`src/rtl/cpu_sys_nios2_qsys_0_oci_dct_packer.sv`:
```
// Packs 2-bit OCI DCT trace frames into 30-bit words, with valid/ready output and flush-to-end.
// Define CPU_SYS_DCT_DROP_CNT_EN to add the saturating dct_drop_count port.
module cpu_sys_nios2_qsys_0_oci_dct_packer (
    input  logic        clk,
    input  logic        reset_n,
    input  logic        frame_valid,
    input  logic [1:0]  frame_data,
    input  logic        flush,
    output logic [29:0] dct_buffer,
    output logic [3:0]  dct_count,
    output logic        dct_valid,
    input  logic        dct_ready,
    output logic        overflow,
    output logic        test_ending,
    output logic        test_has_ended
`ifdef CPU_SYS_DCT_DROP_CNT_EN
    ,
    output logic [15:0] dct_drop_count
`endif
);
    logic [29:0] acc_q, acc_d;
    logic [3:0]  acc_cnt_q, acc_cnt_d;
    logic [29:0] buf_q, buf_d;
    logic [3:0]  cnt_q, cnt_d;
    logic        valid_q, valid_d;
    logic        overflow_q, overflow_d;
    logic        ending_q, ending_d;
    logic        ended_q, ended_d;
    logic        free, xfer, take, drop;

    always_comb begin
        free       = !valid_q || dct_ready;
        xfer       = free && (acc_cnt_q == 4'd15 || (ending_q && acc_cnt_q != 4'd0));
        // take uses the registered ending flag so a frame coincident with flush is kept
        take       = frame_valid && !ending_q;
        drop       = !xfer && take && acc_cnt_q == 4'd15;
        acc_d      = acc_q;
        acc_cnt_d  = acc_cnt_q;
        buf_d      = buf_q;
        cnt_d      = cnt_q;
        valid_d    = valid_q;
        overflow_d = drop;
        ending_d   = ending_q || flush;
        ended_d    = ended_q || (ending_q && acc_cnt_q == 4'd0 && !valid_q);
        if (xfer) begin
            buf_d   = acc_q;
            cnt_d   = acc_cnt_q;
            valid_d = 1'b1;
            if (take) begin
                acc_d     = {28'b0, frame_data};
                acc_cnt_d = 4'd1;
            end else begin
                acc_d     = '0;
                acc_cnt_d = 4'd0;
            end
        end else begin
            if (take && acc_cnt_q != 4'd15) begin
                acc_d     = {acc_q[27:0], frame_data};
                acc_cnt_d = acc_cnt_q + 4'd1;
            end
            if (valid_q && dct_ready) valid_d = 1'b0;
        end
    end

    always_ff @(posedge clk) begin
        if (!reset_n) begin
            acc_q      <= '0;
            acc_cnt_q  <= '0;
            buf_q      <= '0;
            cnt_q      <= '0;
            valid_q    <= 1'b0;
            overflow_q <= 1'b0;
            ending_q   <= 1'b0;
            ended_q    <= 1'b0;
        end else begin
            acc_q      <= acc_d;
            acc_cnt_q  <= acc_cnt_d;
            buf_q      <= buf_d;
            cnt_q      <= cnt_d;
            valid_q    <= valid_d;
            overflow_q <= overflow_d;
            ending_q   <= ending_d;
            ended_q    <= ended_d;
        end
    end

`ifdef CPU_SYS_DCT_DROP_CNT_EN
    logic [15:0] drop_cnt_q, drop_cnt_d;

    always_comb begin
        drop_cnt_d = drop_cnt_q;
        if (drop && drop_cnt_q != 16'hFFFF) drop_cnt_d = drop_cnt_q + 16'd1;
    end

    always_ff @(posedge clk) begin
        if (!reset_n) drop_cnt_q <= '0;
        else          drop_cnt_q <= drop_cnt_d;
    end

    assign dct_drop_count = drop_cnt_q;
`endif

    assign dct_buffer     = buf_q;
    assign dct_count      = cnt_q;
    assign dct_valid      = valid_q;
    assign overflow       = overflow_q;
    assign test_ending    = ending_q;
    assign test_has_ended = ended_q;
endmodule

```
`config.mk`:
```
export PLATFORM = sky130hd
export DESIGN_NAME = cpu_sys_nios2_qsys_0_oci_dct_packer
export DESIGN_NICKNAME = d
export VERILOG_FILES = /design/src/rtl/cpu_sys_nios2_qsys_0_oci_dct_packer.sv
export SDC_FILE = /design/constraint.sdc
export NUM_CORES = 1
export LEC_CHECK = 0
export BUFFER_PORTS_ARGS = -buffer_cell sky130_fd_sc_hd__clkbuf_2
export CAP_MARGIN = 0
export CORE_AREA = 2 2 88 90
export CTS_CLUSTER_DIAMETER = 200
export DETAILED_ROUTE_END_ITERATION = 12
export DIE_AREA = 0 0 90 92
export SLEW_MARGIN = 40
export SYNTH_ARGS = -nofsm -noshare
export SYNTH_HDL_FRONTEND = slang
export SYNTH_SLANG_ARGS = --single-unit
```
`constraint.sdc`:
```
create_clock -name clk -period 1.89 [get_ports clk]
set_input_delay 0.2835 -clock clk [delete_from_list [all_inputs] [get_ports clk]]
set_output_delay 0.2835 -clock clk [all_outputs]
set_load 0.1 [all_outputs]
```
# Word level (Yosys, flattened, before mapping)
# Cells that the tools add are included.
# word_totals
reg_bits,72
output_inout_bits,38
input_bits,7
wordCells,39
# op_classes
eq_ne,2
muxes,8
add_sub_neg,1
n_reduce_logical,20
# ops
operator,n
30-bit 2-to-1 mux,2
1-bit logical AND,9
4-bit 2-to-1 mux,2
4-bit by 1-bit adder with 4-bit output (second input constant),1
4-bit equality test (second input constant),1
4-bit zero test,1
1-bit logical OR,4
4-bit inequality test (second input constant),1
2-bit nonzero test,2
4-bit nonzero test,1
1-bit zero test,3
1-bit 2-to-1 mux,3
2-bit 2-to-1 mux,1

# Longest topological paths before layout
# logic_depth
depth_word,7
depth_mapped,7
depth_no_buf,6

# Least setup slack after synthesis
# No wires, ideal clock.
# synth_timing
path_kind,flip-flop to flip-flop
start,register ending_q (netlist: test_ending)
end,register acc_cnt_q[3]
path_buffers,2
t_arrival_ps,1946
required_ps,1776
period_less_slack_ps,2061
setup_ps,114
setup_slack_ps,-171
path_stages_with_launch,7
cell_sequence,dfxtp_1 -> a21oi_2 -> or2_0 -> buf_6 -> o21ai_4 -> buf_6 -> nor2_1
# synth_via
elab_chain_cells,4
word_cells_on_any_way,8
classes_between,1 x mux; 7 x reduce/logical
# synth_lines
element,line_no,source
start: declaration,27,"logic ending_q, ending_d;"
start signal: assignment,82,ending_q <= ending_d;
1-bit logical AND / 1-bit zero test (equally long branches),"33, 35",
1-bit logical OR / 1-bit logical AND (equally long branches),"33, 35",
1-bit logical AND (on tied branches),"33, 57",
4-bit 2-to-1 mux / 2-bit nonzero test (equally long branches),-,
end signal: assignment,77,acc_cnt_q <= acc_cnt_d;
end: declaration,22,"logic [3:0] acc_cnt_q, acc_cnt_d;"
# Several ways; a longest one is shown, not always the timed one.
# A chain may end at the register's enable or synchronous reset.

# Final worst setup path
# layout_timing
start,register acc_cnt_q[0]
end,register buf_q[16] (netlist: dct_buffer[16])
# layout_via
elab_chain_cells,4
word_cells_on_any_way,5
classes_between,1 x eq/ne; 4 x reduce/logical
# layout_lines
element,line_no,source
4-bit nonzero test,33,xfer = free && (acc_cnt_q == 4'd15 || (ending_q && acc_cnt_q != 4'd0));
1-bit logical AND,33,
1-bit logical OR (*),33,
1-bit logical AND (*),33,
end signal: assignment,78,buf_q <= buf_d;
end: declaration,23,"logic [29:0] buf_q, buf_d;"
# Mark *: on every way between the ends. The rest lies on a longest branch, timed or not.

==> reports/qor.csv <==
metric,value,unit
Overflow after GRT,0,
Peak VDD IR,358.4,µV
Power Total,3.034,mW
Critical Path End Type,flip-flop,
CP Max Fanout,21,
multi-input logic area,1266,µm²
H-tree depth,3,
Post-CTS Repair Setup Buffers,0,
fraction of layout cells with a size suffix above 1,0.2152,
Critical Path Start Type,flip-flop,
Power per Cell Area,884.7,nW/µm²
Clock Sinks,72,
final worst slack,181.4,ps
routed len/inst,12.80,µm
met1 GRT Util,0.1927,
Mean Syn Cell Area,8.635,µm²
nets,385,
"Core Util, Final",0.4605,
CTS tree,yes,
placed instance area,3229,µm²
Final Hold Fails,0,
min Tclk post-route,1709,ps
"Seq/Total Area, Yosys",0.4998,
Critical Path RT,2110,ps
initial core utilization,0.3873,
CORE AREA,7447,µm²
GR Util met2,0.2663,
GRT Resource Usage Total,0.1574,
number of diodes,0,
total wire length,6180,µm
initial antenna violation count,0,
CTS Buffer Depth,2,
busiest grt layer,met2,
number of remaining DRC errors,0,
worst-skew pair later-pin latency,340,ps
synthesized flop and latch total,72,
Fillers,777,
Tcrit/Tclk final,0.9040,
Mapped Area,2884,µm²
worst min-delay path class,in2reg,
Max Cap Violations,0,
PortBufs,44,
1st-iter DRT viols,154,
met3 GRT Util,0.03287,
setup_tns,0,ps
largest net degree at the start of global routing,34,
vias in the first global route,2270,
root buffer cell,clkbuf_8,
Leak,1.246,nW
fmax,585.3,MHz
pre-CTS setup slack,128.8,ps
# rows,32,
die area,8280,µm²
total number of vias,2401,
post-route cell area,3430,µm²
Syn Nets,343,
placed wire-length estimate,4005,µm
Ports,45,
Synth top area share,0.4998,
Final Skew,7.739,ps
routability congestion estimate,0.7353,
worst path arrival time,1930,ps
Slew HR,0.6361,
YS warnings,0,
# setup viols final,0,
first-pass GRT wire length,10440,µm
die width,90,µm
RSZ-0062 raised after global routing,no,
number of distinct library cells after synthesis,36,
Yosys top cell by area,dfxtp_1,
Layout area overhead,18.92,%
Final Max Tran Viols,0,
"CTS clk-pin slew, worst paths",70,ps
status,completed,
TritonCTS Buffers,9,
worst slew pin tran,548.2,ps
Synth area leaders,"dfxtp_1 50%, nand2_1 8.3%, a21boi_0 6.5%",
Via density,4.971,
First-pass DRT Iterations,4,
CP Class,reg2reg,
Chip Height,92,µm
Mapped Cells,334,
Seq. cell area,1444,µm²
post-route ant nets,0,
[logic make-up (layout without fill, tap and decap cells)]
logic type,after synthesis,count (layout),share of synthesized area
simple gates,116,116,0.1822
compound gates,112,112,0.2443
flops,72,72,0.4998
buf+inv,31,78,0.06204
fa+ha+maj,2,2,0.008675
xor+xnor,1,1,0.003037
[cells in the mapped netlist (all sizes together)]
library cell  instances
and2b                 1
or2                   1
a21oi                32
nor4b                 1
nand3                36
nor3                  2
nand2                64
xor2                  1
a211o                 1
dfxtp                72
nand2b                1
inv                   3
o2bb2ai               2
buf                  19
and2                  1
and4b                 1
o31a                  1
clkbuf                9
a22oi                 1
nor2                  4
o21ai                35
and3                  2
nor2b                 2
o21a                  3
a21o                  2
a21boi               35
ha                    2
[where the power goes]
group          leakage [nW]  total, mW  switching [mW]  internal, mW
clock network        0.0993       1.21           0.562         0.644
registers             0.582       1.55          0.0153          1.53
logic                 0.565      0.283           0.192        0.0910
[critical path, stage by stage (launching register included)]
cell      delay (ps)
dfxtp_1          410
ha_2             250
a21oi_2           80
or2_1            250
buf_12           160
buf_4            180
o21ai_0          160
a21boi_0          90
[final timing paths]
path              slack [ps]             end  cells past startpoint          from
hold reg to reg          460       acc_q[28]                      2     acc_q[28]
setup / recovery         180  dct_buffer[16]                      7  acc_cnt_q[0]
setup reg to reg         180  dct_buffer[16]                      7  acc_cnt_q[0]
hold / removal           140     test_ending                      2         flush
[cells in the final DEF (no fill, tap or decap), drive strengths merged, types with 2 or more instances in the layout]
cell	count
o21a	3
inv	3
o2bb2ai	2
dfxtp	72
nor3	2
clkinv	3
and3	2
a21oi	32
nor2b	2
a21o	2
buf	15
ha	2
nor2	4
clkbuf	55
nand2	64
o21ai	35
a21boi	35
nand3	36
[registers in the layout, indices dropped and copies added (netlist names)]
name	flops
overflow	1
test_has_ended	1
dct_buffer	30
dct_count	4
dct_valid	1
acc_q	30
test_ending	1
acc_cnt_q	4
[per-layer routing]
metal	vias up	routed length, µm
met5	-	0
met4	0	77
met3	6	144
met2	32	3040
met1	1128	2918
li1	1235	-
[cell type report]
| cell class | instances | area share |
|---|---|---|
| Timing Repair Buffer | 59 | 0.1116 |
| Clock buffer | 11 | 0.04123 |
| Tap cell | 102 | 0.03721 |
| Clock inverter | 5 | 0.01642 |
| Sequential cell | 72 | 0.4210 |
| Inverter | 3 | 0.003283 |
| Multi-Input combinational cell | 231 | 0.3692 |
[stage by stage]
stage,hold WS [ps],std cells
after CTS,125.8,483
final,141.8,483
after floorplan,393.7,334
after detailed placement,451.1,467
after global routing,138.2,483
after global placement,447.9,467
[what timing repair did]
item,in CTS,in global routing
resized for setup,0,2
hold buffers,0,0
setup endpoints to repair,0,4
Power figures use the tool's default switching activity.
